**src/rtl/id_ex_registro_pkg.sv**
```systemverilog
// rtl/id_ex_registro_pkg.sv - shared encodings and default widths for the ID/EX pipeline register
package id_ex_registro_pkg;

  localparam int NB_DATA_DEF = 32;
  localparam int NB_REG_DEF  = 5;
  localparam int NB_CNT_DEF  = 16;

  // Fourteen single control bits plus four 2-bit control fields
  localparam int NB_CTRL = 22;

  typedef enum logic [1:0] {
    ALUOP_ADD   = 2'b00,
    ALUOP_SUB   = 2'b01,
    ALUOP_RTYPE = 2'b10,
    ALUOP_IMM   = 2'b11
  } alu_op_e;

  typedef enum logic [1:0] {
    EXT_SIGN  = 2'b00,
    EXT_ZERO  = 2'b01,
    EXT_UPPER = 2'b10,
    EXT_RSVD  = 2'b11
  } ext_mode_e;

  typedef enum logic [1:0] {
    TAM_BYTE = 2'b00,
    TAM_HALF = 2'b01,
    TAM_WORD = 2'b11,
    TAM_RSVD = 2'b10
  } tamano_filtro_e;

endpackage

```
**src/rtl/id_ex_registro_bubble_counter.sv**
```systemverilog
// rtl/id_ex_registro_bubble_counter.sv - saturating event counter for pipeline bubbles
module id_ex_registro_bubble_counter #(
  parameter int NB_CNT = 16
) (
  input  logic              i_clk,
  input  logic              i_reset,
  input  logic              i_en,
  output logic [NB_CNT-1:0] o_cnt
);

  logic [NB_CNT-1:0] r_cnt;

  always_ff @(posedge i_clk or posedge i_reset) begin
    if (i_reset) begin
      r_cnt <= '0;
    end else if (i_en && (r_cnt != {NB_CNT{1'b1}})) begin
      r_cnt <= r_cnt + 1'b1;
    end
  end

  assign o_cnt = r_cnt;

endmodule

```
**src/rtl/id_ex_registro.sv**
```systemverilog
// rtl/id_ex_registro.sv - ID/EX pipeline register with step gating, flush and bubble tagging
// Optional bubble counter enabled by defining ID_EX_BUBBLE_CNT_EN.
module id_ex_registro
  import id_ex_registro_pkg::*;
#(
  parameter int NB_DATA = NB_DATA_DEF,
  parameter int NB_REG  = NB_REG_DEF,
  parameter int NB_CNT  = NB_CNT_DEF
) (
  input  logic               i_clk,
  input  logic               i_reset,
  input  logic               i_Step,
  input  logic               i_Flush,
  input  logic               i_Riesgo,
  input  logic               i_RegDst,
  input  logic               i_Jump,
  input  logic               i_JAL,
  input  logic               i_Branch,
  input  logic               i_NBranch,
  input  logic               i_MemRead,
  input  logic               i_MemToReg,
  input  logic               i_MemWrite,
  input  logic               i_ALUSrc,
  input  logic               i_RegWrite,
  input  logic               i_ZeroExtend,
  input  logic               i_LUI,
  input  logic               i_JALR,
  input  logic               i_HALT,
  input  logic [1:0]         i_ALUOp,
  input  logic [1:0]         i_ExtensionMode,
  input  logic [1:0]         i_TamanoFiltro,
  input  logic [1:0]         i_TamanoFiltroL,
  input  logic [NB_DATA-1:0] i_PC4,
  input  logic [NB_DATA-1:0] i_DatoA,
  input  logic [NB_DATA-1:0] i_DatoB,
  input  logic [NB_DATA-1:0] i_Extension,
  input  logic [NB_REG-1:0]  i_Rs,
  input  logic [NB_REG-1:0]  i_Rt,
  input  logic [NB_REG-1:0]  i_Rd,
  output logic               o_RegDst,
  output logic               o_Jump,
  output logic               o_JAL,
  output logic               o_Branch,
  output logic               o_NBranch,
  output logic               o_MemRead,
  output logic               o_MemToReg,
  output logic               o_MemWrite,
  output logic               o_ALUSrc,
  output logic               o_RegWrite,
  output logic               o_ZeroExtend,
  output logic               o_LUI,
  output logic               o_JALR,
  output logic               o_HALT,
  output logic [1:0]         o_ALUOp,
  output logic [1:0]         o_ExtensionMode,
  output logic [1:0]         o_TamanoFiltro,
  output logic [1:0]         o_TamanoFiltroL,
  output logic [NB_DATA-1:0] o_PC4,
  output logic [NB_DATA-1:0] o_DatoA,
  output logic [NB_DATA-1:0] o_DatoB,
  output logic [NB_DATA-1:0] o_Extension,
  output logic [NB_REG-1:0]  o_Rs,
  output logic [NB_REG-1:0]  o_Rt,
  output logic [NB_REG-1:0]  o_Rd,
`ifdef ID_EX_BUBBLE_CNT_EN
  output logic [NB_CNT-1:0]  o_BubbleCnt,
`endif
  output logic               o_Valid
);

  logic [NB_CTRL-1:0] w_ctrl_d;
  logic [NB_CTRL-1:0] r_ctrl;
  logic [NB_DATA-1:0] r_PC4;
  logic [NB_DATA-1:0] r_DatoA;
  logic [NB_DATA-1:0] r_DatoB;
  logic [NB_DATA-1:0] r_Extension;
  logic [NB_REG-1:0]  r_Rs;
  logic [NB_REG-1:0]  r_Rt;
  logic [NB_REG-1:0]  r_Rd;
  logic               r_Valid;

  assign w_ctrl_d = {i_RegDst, i_Jump, i_JAL, i_Branch, i_NBranch, i_MemRead,
                     i_MemToReg, i_MemWrite, i_ALUSrc, i_RegWrite, i_ZeroExtend,
                     i_LUI, i_JALR, i_HALT, i_ALUOp, i_ExtensionMode,
                     i_TamanoFiltro, i_TamanoFiltroL};

  // HALT travels with the rest of the control bundle: only flush or reset clear it
  always_ff @(posedge i_clk or posedge i_reset) begin
    if (i_reset) begin
      r_ctrl      <= '0;
      r_PC4       <= '0;
      r_DatoA     <= '0;
      r_DatoB     <= '0;
      r_Extension <= '0;
      r_Rs        <= '0;
      r_Rt        <= '0;
      r_Rd        <= '0;
      r_Valid     <= 1'b0;
    end else if (i_Step) begin
      if (i_Flush) begin
        r_ctrl      <= '0;
        r_PC4       <= '0;
        r_DatoA     <= '0;
        r_DatoB     <= '0;
        r_Extension <= '0;
        r_Rs        <= '0;
        r_Rt        <= '0;
        r_Rd        <= '0;
        r_Valid     <= 1'b0;
      end else begin
        r_ctrl      <= w_ctrl_d;
        r_PC4       <= i_PC4;
        r_DatoA     <= i_DatoA;
        r_DatoB     <= i_DatoB;
        r_Extension <= i_Extension;
        r_Rs        <= i_Rs;
        r_Rt        <= i_Rt;
        r_Rd        <= i_Rd;
        r_Valid     <= ~i_Riesgo;
      end
    end
  end

  assign {o_RegDst, o_Jump, o_JAL, o_Branch, o_NBranch, o_MemRead,
          o_MemToReg, o_MemWrite, o_ALUSrc, o_RegWrite, o_ZeroExtend,
          o_LUI, o_JALR, o_HALT, o_ALUOp, o_ExtensionMode,
          o_TamanoFiltro, o_TamanoFiltroL} = r_ctrl;

  assign o_PC4       = r_PC4;
  assign o_DatoA     = r_DatoA;
  assign o_DatoB     = r_DatoB;
  assign o_Extension = r_Extension;
  assign o_Rs        = r_Rs;
  assign o_Rt        = r_Rt;
  assign o_Rd        = r_Rd;
  assign o_Valid     = r_Valid;

`ifdef ID_EX_BUBBLE_CNT_EN
  logic w_bubble_load;

  // A bubble is any stepped edge whose loaded entry is not valid
  assign w_bubble_load = i_Step & (i_Flush | i_Riesgo);

  id_ex_registro_bubble_counter #(
    .NB_CNT(NB_CNT)
  ) u_bubble_counter (
    .i_clk  (i_clk),
    .i_reset(i_reset),
    .i_en   (w_bubble_load),
    .o_cnt  (o_BubbleCnt)
  );
`endif

endmodule

```
**config.mk**
```make
export PLATFORM = sky130hd
export DESIGN_NAME = id_ex_registro
export DESIGN_NICKNAME = d
export VERILOG_FILES = /design/src/rtl/id_ex_registro_pkg.sv /design/src/rtl/id_ex_registro_bubble_counter.sv /design/src/rtl/id_ex_registro.sv
export SDC_FILE = /design/constraint.sdc
export NUM_CORES = 1
export LEC_CHECK = 0
export CAP_MARGIN = 20
export CELL_PAD_IN_SITES_DETAIL_PLACEMENT = 0
export CELL_PAD_IN_SITES_GLOBAL_PLACEMENT = 1
export CORE_AREA = 2 2 143 145
export DETAILED_ROUTE_END_ITERATION = 8
export DIE_AREA = 0 0 145 147
export DONT_BUFFER_PORTS = 1
export PLACE_DENSITY_LB_ADDON = 0.05
export SYNTH_ARGS = -nofsm -noshare
export SYNTH_HDL_FRONTEND = slang
export SYNTH_HIERARCHICAL = 1
export SYNTH_SLANG_ARGS = --single-unit
export TNS_END_PERCENT = 1
```
**constraint.sdc**
```tcl
create_clock -name i_clk -period 7.9 [get_ports i_clk]
set_input_delay 0.79 -clock i_clk [delete_from_list [all_inputs] [get_ports i_clk]]
set_output_delay 0.79 -clock i_clk [all_outputs]
set_load 0.05 [all_outputs]
```
==> qor.csv <==
stage,metric,value,unit
final_layout,highest-count cells in the layout ignoring fill and taps,"sky130_fd_sc_hd__dfrtp_1, sky130_fd_sc_hd__a22o_1, sky130_fd_sc_hd__clkbuf_16",
power_and_ir_drop,maximum vdd ir drop,0.117,mV
floorplanning,area of the core,19800,um2
synth,Compound-Gate Fraction of Synth Area,24.8,%
final_layout,"leading cell type in the layout, fill and taps excluded",sky130_fd_sc_hd__dfrtp_1,
critical_path,highest fanout seen on the critical path,90,
clock_tree,number of levels the H-tree was split into,4,
power_and_ir_drop,share of power burned in registers,56.3,%
clock_tree,clock insertion delay at the later pin of the skew report,0.42,ns
power_and_ir_drop,switch share,32.4,%
synth,flip-flop and latch count after synthesis,166,
final_layout,area of the multi-input gates,1470,um2
status,run status,"finished, final reports clean",
clock_tree,hold bufs inserted after CTS,0,
timing,worst clock skew,0,ns
clock_tree,CTS tree,yes,
power_and_ir_drop,Overall Power,0.00214,W
critical_path,r2r endpoint,o_DatoB[29],
route,number of DRC violations after detailed routing,0,
grt,Total Routing Usage GR,14.9,%
clock_tree,worst-case clock buffer depth,2,
clock_tree,buffer count from post-CTS setup fixing,0,
critical_path,endpoint type of the worst setup path,flip-flop,
placement,count of buffers inserted at the top-level ports,0,
route,ratio of routed vias to standard cells,5.29,
clock_tree,TritonCTS Buffers,17,
synth,Adder-Cell Fraction of Synth Area,0,%
final_layout,final net count,531,
final_layout,fill cell total of the finished layout,1920,
critical_path,Reg2Reg Depth,1,
floorplanning,horizontal extent of the die,145,um
synth,"basic-gate share of the synthesized area counting and, or, nand and nor cells",0.213,%
power_and_ir_drop,clock share of power,38.5,%
power_and_ir_drop,reported net switching power,0.000693,W
power_and_ir_drop,combinational share of power,5.2,%
route,detailed-router iteration count before antenna repair,4,
grt,overflow left after global routing,0,
placement,half-perimeter wire length after placement,10500,um
timing,slew at the pin with the worst max-slew slack,0.952,ns
clock_tree,Clock transition at path regs,0.07,ns
floorplanning,full die area,21300,um2
synth,number of distinct library cells after synthesis,10,
placement,global placer's final weighted congestion,0.739,
synth,combinational family with the most area after synthesis,compound AO/OA/AOI/OAI gates,
clock_tree,number of sinks on the clock net,166,
final_layout,Sequential Area,4150,um2
grt,global-route wire length before repair,24000,um
flow_run,Max-Cap Viols,0,
clock_tree,master cell of the clock root buffer,sky130_fd_sc_hd__clkbuf_16,
power_and_ir_drop,P_leak,3.13,nW
timing,Slew Limit Fails,0,
synth,area share of xor/xnor cells in the synthesized design,0,%
critical_path,type of the setup path with the least slack,input pin to flip-flop,
synth,average footprint of a synthesized cell,15.7,um2
route,ANT nets after route,0,
route,aggregate routed wire length,15800,um
final_layout,fraction of layout instances using a drive strength above 1,10.2,%
critical_path,element type at the critical path start,input pin,
timing,Highest Clock Rate,452,MHz
clock_tree,post-CTS resize count,0,
critical_path,"setup slack, reg-to-reg",6.87,ns
synth,cell count after synthesis,373,
power_and_ir_drop,Cell Int Power,0.00145,W
final_layout,Antenna diodes,0,
grt,vias in the first global route,3622,
floorplanning,number of ports placed on the die boundary,336,
power_and_ir_drop,power density of the placed cells,323,nW/um2
timing,final cycle utilization of the critical path,28.0,%
timing,Sum Neg Setup Slack,0,ns
synth,post-synthesis instance area,5870,um2
floorplanning,die boundary height,147,um
final_layout,Syn-to-layout area delta,12.8,%
floorplanning,number of cell rows,52,
critical_path,launch instance of the worst register-to-register path,o_DatoB[29],
timing,RSZ-0062 raised after global routing,no,
route,number of DRC markers after the initial detailed-route iteration,158,
synth,register area share after synthesis,70.8,%
timing,Hold Fails Final Rpt,0,
grt,largest net degree at the start of global routing,91,
synth,net count after synthesis,543,
critical_path,required time worst endpoint,8.26,ns
timing,clock period minus worst slack,2.21,ns
route,detail-routed net length per standard cell,24.6,um
floorplanning,initial core utilization,29.6,%
route,total number of vias,3402,
critical_path,worst path arrival time,2.57,ns
timing,Setup-failing EPs final,0,
timing,Slew HR,36.5,%
worst_hold_path,Hold WC Path Type,input pin to async pin,
synth,warning count from the yosys run,6,
grt,initial antenna violation count,0,
synth,portion of netlist area occupied by mux cells,0,%
## layout make-up
class                      instances  share of cell area, %
timing repair buffer               5                  0.869
multi-input combinational        168                   22.2
inverter                           3                  0.284
clock inverter                    11                   1.87
clock buffer                      20                   6.90
sequential                       166                   62.7
tap                              270                   5.10
## through the flow
| stage | setup slack, ns | std cells | instance area (um2) | hold slack (ns) | util (%) |
|---|---|---|---|---|---|
| after floorplan | 2.62 | 373 | 5870 | 0.776 | - |
| after global placement | 5.34 | 611 | 6010 | 0.799 | 30.3 |
| after detailed placement | 5.27 | 611 | 6010 | 0.802 | 30.3 |
| after CTS | 5.74 | 642 | 6590 | 0.385 | 33.2 |
| after global routing | 5.57 | 643 | 6620 | 0.421 | 33.4 |
| final | 5.69 | 643 | 6620 | 0.364 | 33.4 |
## sequential cells by signal (all words and copies together), names as in the netlist
signal / flops
o_DatoA: 32
o_DatoB: 32
o_Extension: 32
o_PC4: 32
o_Rd: 5
o_Rs: 5
o_Rt: 5
o_Valid: 1
r_ctrl: 22
## worst max-delay path: stages
cell                     delay, ns
sky130_fd_sc_hd__inv_4        0.51
sky130_fd_sc_hd__buf_4        0.83
sky130_fd_sc_hd__a22o_1       0.28
## power groups by stage
stage	clock [W]	sequential [W]	combinational, W
after floorplan	0	0.00120	0.000100
after global placement	0	0.00122	0.000109
after detailed placement	0	0.00122	0.000114
after CTS	0.000853	0.00121	0.000113
after global routing	0.000898	0.00121	0.000126
final	0.000824	0.00120	0.000112
## cell usage after synthesis (all sizes together)
library cell	count	area share (%)
dfrtp	166	71
a22o	165	25
buf	34	3.9
inv	3	0.19
clkbuf	2	0.13
nand2	1	0.064
nor2b	1	0.15
o2bb2ai	1	0.15
## logic make-up (layout without fill, tap and decap cells)
family | count (synthesis) | count (layout)
AOI/OAI and AO/OA | 166 | 166
buffers and inverters | 39 | 39
and+or+nand+nor | 2 | 2
DFF | 166 | 166
## worst max path at each step
| stage | start | to | slack (ns) | cells after the start |
|---|---|---|---|---|
| 2_1_floorplan | i_reset | o_DatoA[0] | 2.62 | 1 |
| 3_3_place_gp | i_Step | r_ctrl[2] | 5.34 | 3 |
| 3_5_place_dp | i_Step | o_PC4[18] | 5.27 | 3 |
| 4_1_cts | i_Step | o_DatoB[2] | 5.74 | 3 |
| 5_1_grt | i_Step | o_PC4[22] | 5.57 | 3 |
| 6_report | i_Step | o_PC4[18] | 5.69 | 3 |
## per-layer routing
| layer | wire (um) | track usage (%) | vias to the layer above |
|---|---|---|---|
| li1 | - | - | 1419 |
| met1 | 5860 | 17.1 | 1754 |
| met2 | 7920 | 24.0 | 210 |
| met3 | 1730 | 6.80 | 19 |
| met4 | 321 | 6.83 | 0 |
| met5 | 0 | 0 | - |
(Power assumes the default switching activity.)
